<file path="src/rtl/alu_pkg.sv">
`default_nettype none
// +----------------------------------------------------------------------------+
// | alu_pkg : widths, shift-op encodings and helpers shared by the ALU shifters |
// | rev 1.0                                                                    |
// +----------------------------------------------------------------------------+
package alu_pkg;

  localparam int ALU_W   = 32;
  localparam int ALU_SHW = 5;

  typedef enum logic {
    SH_SRL = 1'b0,
    SH_SRA = 1'b1
  } sh_op_e;

  // Stage k of the right-shift pipe keeps only the SHW-1-k shift bits still
  // to be applied; this packs those shrinking fields back to back.
  function automatic int s_off(input int shw, input int k);
    return k * (shw - 1) - (k * (k - 1)) / 2;
  endfunction

endpackage

`default_nettype wire

</file>
<file path="src/rtl/rshift_stage.sv">
`default_nettype none
// +----------------------------------------------------------------------------+
// | rshift_stage : one conditional right shift by AMT with zero or sign fill   |
// | rev 1.0                                                                    |
// +----------------------------------------------------------------------------+
module rshift_stage
  import alu_pkg::*;
#(
  parameter int W   = ALU_W,
  parameter int AMT = 1
) (
  input  logic [W-1:0] d_in,
  input  logic         s_bit,
  input  logic         arith,
  output logic [W-1:0] d_out
);

  logic fill;

  always_comb begin
    fill  = (arith == SH_SRA) && d_in[W-1];
    d_out = s_bit ? {{AMT{fill}}, d_in[W-1:AMT]} : d_in;
  end

endmodule

`default_nettype wire

</file>
<file path="src/rtl/rshift_pipe.sv">
`default_nettype none
// +----------------------------------------------------------------------------+
// | rshift_pipe : 5-stage valid/ready pipelined 32-bit SRL/SRA right shifter   |
// | rev 1.0                                                                    |
// +----------------------------------------------------------------------------+
module rshift_pipe
  import alu_pkg::*;
#(
  parameter int WIDTH = ALU_W,
  parameter int SHW   = ALU_SHW,
  parameter int TAGW  = 5
) (
  input  logic             clk,
  input  logic             rst_n,
  input  logic             in_valid,
  output logic             in_ready,
  input  logic [WIDTH-1:0] in_a,
  input  logic [SHW-1:0]   in_s,
  input  logic             in_arith,
  input  logic [TAGW-1:0]  in_tag,
  output logic             out_valid,
  input  logic             out_ready,
  output logic [WIDTH-1:0] out_y,
  output logic [TAGW-1:0]  out_tag
);

  localparam int NSTG  = SHW;
  localparam int S_TOT = s_off(SHW, NSTG - 1);

  logic [NSTG-1:0]             v_q, v_d;
  logic [NSTG-1:0][WIDTH-1:0]  d_q, d_d;
  logic [NSTG-1:0][TAGW-1:0]   t_q, t_d;
  logic [S_TOT-1:0]            s_q, s_d;
  logic [NSTG-2:0]             a_q, a_d;

  logic [NSTG:0]               rdy;
  logic [NSTG-1:0]             ld;
  logic [NSTG-1:0]             v_in;
  logic [NSTG-1:0]             a_in;
  logic [NSTG-1:0]             s_bit;
  logic [NSTG-1:0][WIDTH-1:0]  d_in;
  logic [NSTG-1:0][WIDTH-1:0]  d_sh;
  logic [NSTG-1:0][TAGW-1:0]   t_in;
  logic [S_TOT-1:0]            s_nxt;

  assign rdy[NSTG] = out_ready;

  for (genvar k = 0; k < NSTG; k++) begin : g_stage
    localparam int OFF = s_off(SHW, k);

    // Ready ripples combinationally so a released stall costs no bubble.
    assign rdy[k] = ~v_q[k] | rdy[k+1];

    if (k == 0) begin : g_first
      assign v_in[k]  = in_valid;
      assign d_in[k]  = in_a;
      assign t_in[k]  = in_tag;
      assign a_in[k]  = in_arith;
      assign s_bit[k] = in_s[0];
      assign s_nxt[OFF+SHW-2:OFF] = in_s[SHW-1:1];
    end else begin : g_rest
      localparam int POFF = s_off(SHW, k - 1);
      assign v_in[k]  = v_q[k-1];
      assign d_in[k]  = d_q[k-1];
      assign t_in[k]  = t_q[k-1];
      assign a_in[k]  = a_q[k-1];
      assign s_bit[k] = s_q[POFF];
      if (k < NSTG - 1) begin : g_srem
        assign s_nxt[OFF+SHW-2-k:OFF] = s_q[POFF+SHW-1-k:POFF+1];
      end
    end

    rshift_stage #(
      .W   (WIDTH),
      .AMT (1 << k)
    ) u_shift (
      .d_in  (d_in[k]),
      .s_bit (s_bit[k]),
      .arith (a_in[k]),
      .d_out (d_sh[k])
    );

    if (k < NSTG - 1) begin : g_sreg
      assign s_d[OFF+SHW-2-k:OFF] = ld[k] ? s_nxt[OFF+SHW-2-k:OFF] : s_q[OFF+SHW-2-k:OFF];
    end
  end

  // Payload only moves with a valid op, so bubbles never disturb out_y.
  always_comb begin
    v_d = v_q;
    d_d = d_q;
    t_d = t_q;
    a_d = a_q;
    ld  = '0;
    for (int k = 0; k < NSTG; k++) begin
      ld[k] = rdy[k] & v_in[k];
      if (rdy[k]) begin
        v_d[k] = v_in[k];
      end
      if (ld[k]) begin
        d_d[k] = d_sh[k];
        t_d[k] = t_in[k];
      end
    end
    for (int k = 0; k < NSTG - 1; k++) begin
      if (ld[k]) begin
        a_d[k] = a_in[k];
      end
    end
  end

  always_ff @(posedge clk or negedge rst_n) begin
    if (!rst_n) begin
      v_q <= '0;
      d_q <= '0;
      t_q <= '0;
      s_q <= '0;
      a_q <= '0;
    end else begin
      v_q <= v_d;
      d_q <= d_d;
      t_q <= t_d;
      s_q <= s_d;
      a_q <= a_d;
    end
  end

  assign in_ready  = rdy[0];
  assign out_valid = v_q[NSTG-1];
  assign out_y     = d_q[NSTG-1];
  assign out_tag   = t_q[NSTG-1];

endmodule

`default_nettype wire

</file>
<file path="config.mk">
export PLATFORM = sky130hd
export DESIGN_NAME = rshift_pipe
export DESIGN_NICKNAME = d
export VERILOG_FILES = /design/src/rtl/alu_pkg.sv /design/src/rtl/rshift_stage.sv /design/src/rtl/rshift_pipe.sv
export SDC_FILE = /design/constraint.sdc
export NUM_CORES = 1
export LEC_CHECK = 0
export CORE_MARGIN = 8
export CORE_UTILIZATION = 69
export CTS_CLUSTER_DIAMETER = 120
export DETAILED_ROUTE_END_ITERATION = 10
export DONT_BUFFER_PORTS = 1
export PLACE_DENSITY_LB_ADDON = 0.3
export SYNTH_ARGS = -nofsm -noshare
export SYNTH_HDL_FRONTEND = slang
export SYNTH_HIERARCHICAL = 1
export SYNTH_SLANG_ARGS = --single-unit
</file>
<file path="constraint.sdc">
create_clock -name clk -period 3.4 [get_ports clk]
set_input_delay 0.68 -clock clk [delete_from_list [all_inputs] [get_ports clk]]
set_output_delay 0.68 -clock clk [all_outputs]
set_load 0.03 [all_outputs]
</file>
==> impl_metrics.ini <==
[outcome]
outcome = complete, but fails checks
violations = negative hold slack

[setup_path]
crit_slowest_cell = dfrtp_1
rr_startpoint = v_q[4]$_DFFE_PN0P_
worst_setup_path_end_kind = primary output
slowest_delay_ns = 0.60
cp-endpoint = in_ready
required_ns = 2.72
worstPathArrival_ns = 1.72
crit_start = v_q[4]$_DFFE_PN0P_
start_kind = register
crit_type = register to primary output
rr_endpoint = d_in[56]$_DFFE_PN0P_
path_cells = and4b_4 -> nand3_1
reg2reg_slack_ns = 1.33
r2r_cells = 4
cp_max_fo = 5

[die]
die_w_um = 139
core_area_um2 = 14600
die-area_um2 = 19200
start_util = 0.710
die_h_um = 139
rows = 44
ios = 86

[run]
max_cap_viol_count = 0

[cells_and_area]
syn2layout_area_growth_pct = 4.53
n_antenna_cell = 0
final_common_cell = dfrtp_1
mostFrequentLayoutCells = dfrtp_1, mux2_4, mux2_2, inv_1, o21ai_0
drive_above_1_share = 0.564
nets = 694

[clock_tree]
cts_max_level = 1
post_cts_buffers = 0
clockBufferDepth = 3
clk_pin_slew_worst_paths_ns = 0.06
numCtsBuffers = 21
clockRootBuffer = clkbuf_16
clock_latency_ns = 0.48
cts_tree = done
cts_sinks = 204
ctsResizeCount = 0

[sta]
maxSlewViolCount = 0
relSlewSlack = 0.344
fmax_ghz = 0.416
finalCritPeriodShare = 0.707
setup_tns_ns = 0
grt_setup_unrepaired = no
finalCriticalPeriod_ns = 2.40
skew_ns = 0.0128
setup_viol = 0
hold_ws_ns = -0.102
worst_pin_slew_ns = 0.984
setup_ws_ns = 0.997
final_hold_viol_count = 204

[hold_path]
worstHoldPathType = input pin to async pin

[yosys]
synth.ff_latch_count = 204
synthCells = 654
synthTopCellsByArea = dfrtp_1, mux2_4, mux2_2
ys.flop_type = dfrtp_1
yosys.area.top_type = dfrtp_1
synth_top_area_share = 0.493
async_reset_ff_frac = 1.00
syn_area_um2 = 10400
synth_cell_types = 23
syn_area_per_cell_um2 = 15.8
ys_seq_area_frac = 0.493
ys_warn_count = 6
synth_edf_count = 0
synth_fp_nets = 701

[route]
num_vias = 4879
dr.pass1.iters = 4
wire_per_inst_um = 19.7
drt_iter0_drc = 194
wl_um = 16600
drc = 0
drtAntennaViolNets = 0
vias_per_cell = 5.77

[grt]
grt_pass1_wl_um = 28000
grt.total_usage = 0.171
antenna_found_initial = 1
grt_start_max_net_pins = 205
grt_pass1_vias = 5249
overflow = 0

[place]
io_buffers = 0
globalplace.congestion = 0.759
dp_hpwl_um = 11500
pre_cts_slack_ns = 1.23

[power]
clock_power_share = 0.223
p_int_mw = 6.64
pwr_density_cell_nw_per_um2 = 888
p_seq_frac = 0.483
leakage_nw = 5.09
finalPower_mw = 9.62
max-vdd-ir-drop_mv = 0.391
swShare = 0.310
power.share.combinational = 0.294
power.switching_mw = 2.98
==> stage by stage <==
| stage | util | cells | instance area (um2) |
|---|---|---|---|
| after global routing | 0.743 | 845 | 10800 |
| final | 0.743 | 845 | 10800 |
| after floorplan | - | 654 | 10400 |
| after CTS | 0.743 | 845 | 10800 |
| after global placement | 0.698 | 808 | 10200 |
| after detailed placement | 0.698 | 808 | 10200 |
==> power by group through the flow <==
| stage | Sequential [mW] | Combinational, mW | Clock (mW) |
|---|---|---|---|
| 6_report | 4.64 | 2.83 | 2.14 |
| 5_1_grt | 4.78 | 3.05 | 2.29 |
| 4_1_cts | 4.66 | 2.87 | 2.20 |
| 2_1_floorplan | 4.24 | 2.82 | 0 |
| 3_5_place_dp | 4.70 | 2.83 | 0 |
| 3_3_place_gp | 4.64 | 2.73 | 0 |
==> logic make-up after synthesis <==
family,after synthesis,synth area share
AO/OA/AOI/OAI,34,0.0203
flip-flops,204,0.493
multiplexers,328,0.417
buffers and inverters,71,0.0595
AND/OR/NAND/NOR,17,0.0111
==> how the worst min path moves through the flow <==
stage,startpoint,end,cells past startpoint
after CTS,rst_n,out_y[31]$_DFFE_PN0P_,0
after global placement,rst_n,out_y[31]$_DFFE_PN0P_,0
after detailed placement,rst_n,out_y[31]$_DFFE_PN0P_,0
final,rst_n,out_y[31]$_DFFE_PN0P_,0
after floorplan,rst_n,a_q[0]$_DFFE_PN0P_,0
after global routing,rst_n,out_y[31]$_DFFE_PN0P_,0
==> per-layer routing <==
layer	share of wire	wire, um	track usage
met5	0.00072	12	0
met4	0.020	338	0.0441
met3	0.057	952	0.0414
met2	0.47	7730	0.274
met1	0.46	7580	0.229
==> registers in the layout, summed over array words and instances, names as in the netlist <==
register and flops:
t_in 20, out_y 32, v_q 5, d_in 128, s_q 10, out_tag 5
a_q 4
==> cell type report <==
type | instances | area (um2)
well taps | 184 | 230
multi-input cells | 379 | 4640
flip-flops and latches | 204 | 5100
repair buffers | 10 | 87.6
clock inverters | 2 | 13.8
inverters | 31 | 116
fillers | 902 | 3760
clock buffers | 35 | 638
==> synthesized netlist by cell type (3+ instances only) <==
| cell type | n |
|---|---|
| buf_2 | 6 |
| nand2b_1 | 5 |
| o21ai_0 | 26 |
| mux2_2 | 162 |
| dfrtp_1 | 204 |
| inv_1 | 31 |
| mux2_4 | 166 |
| a21boi_0 | 5 |
| nand3_1 | 4 |
| buf_12 | 13 |
| buf_4 | 6 |
| nand2_1 | 3 |
| buf_6 | 13 |
==> critical path: cells and delay by family (launching register included) <==
family        cells  cell delay (ns)
simple gates      2             0.66
flops             1             0.60
Power figures use the tool's default switching activity.
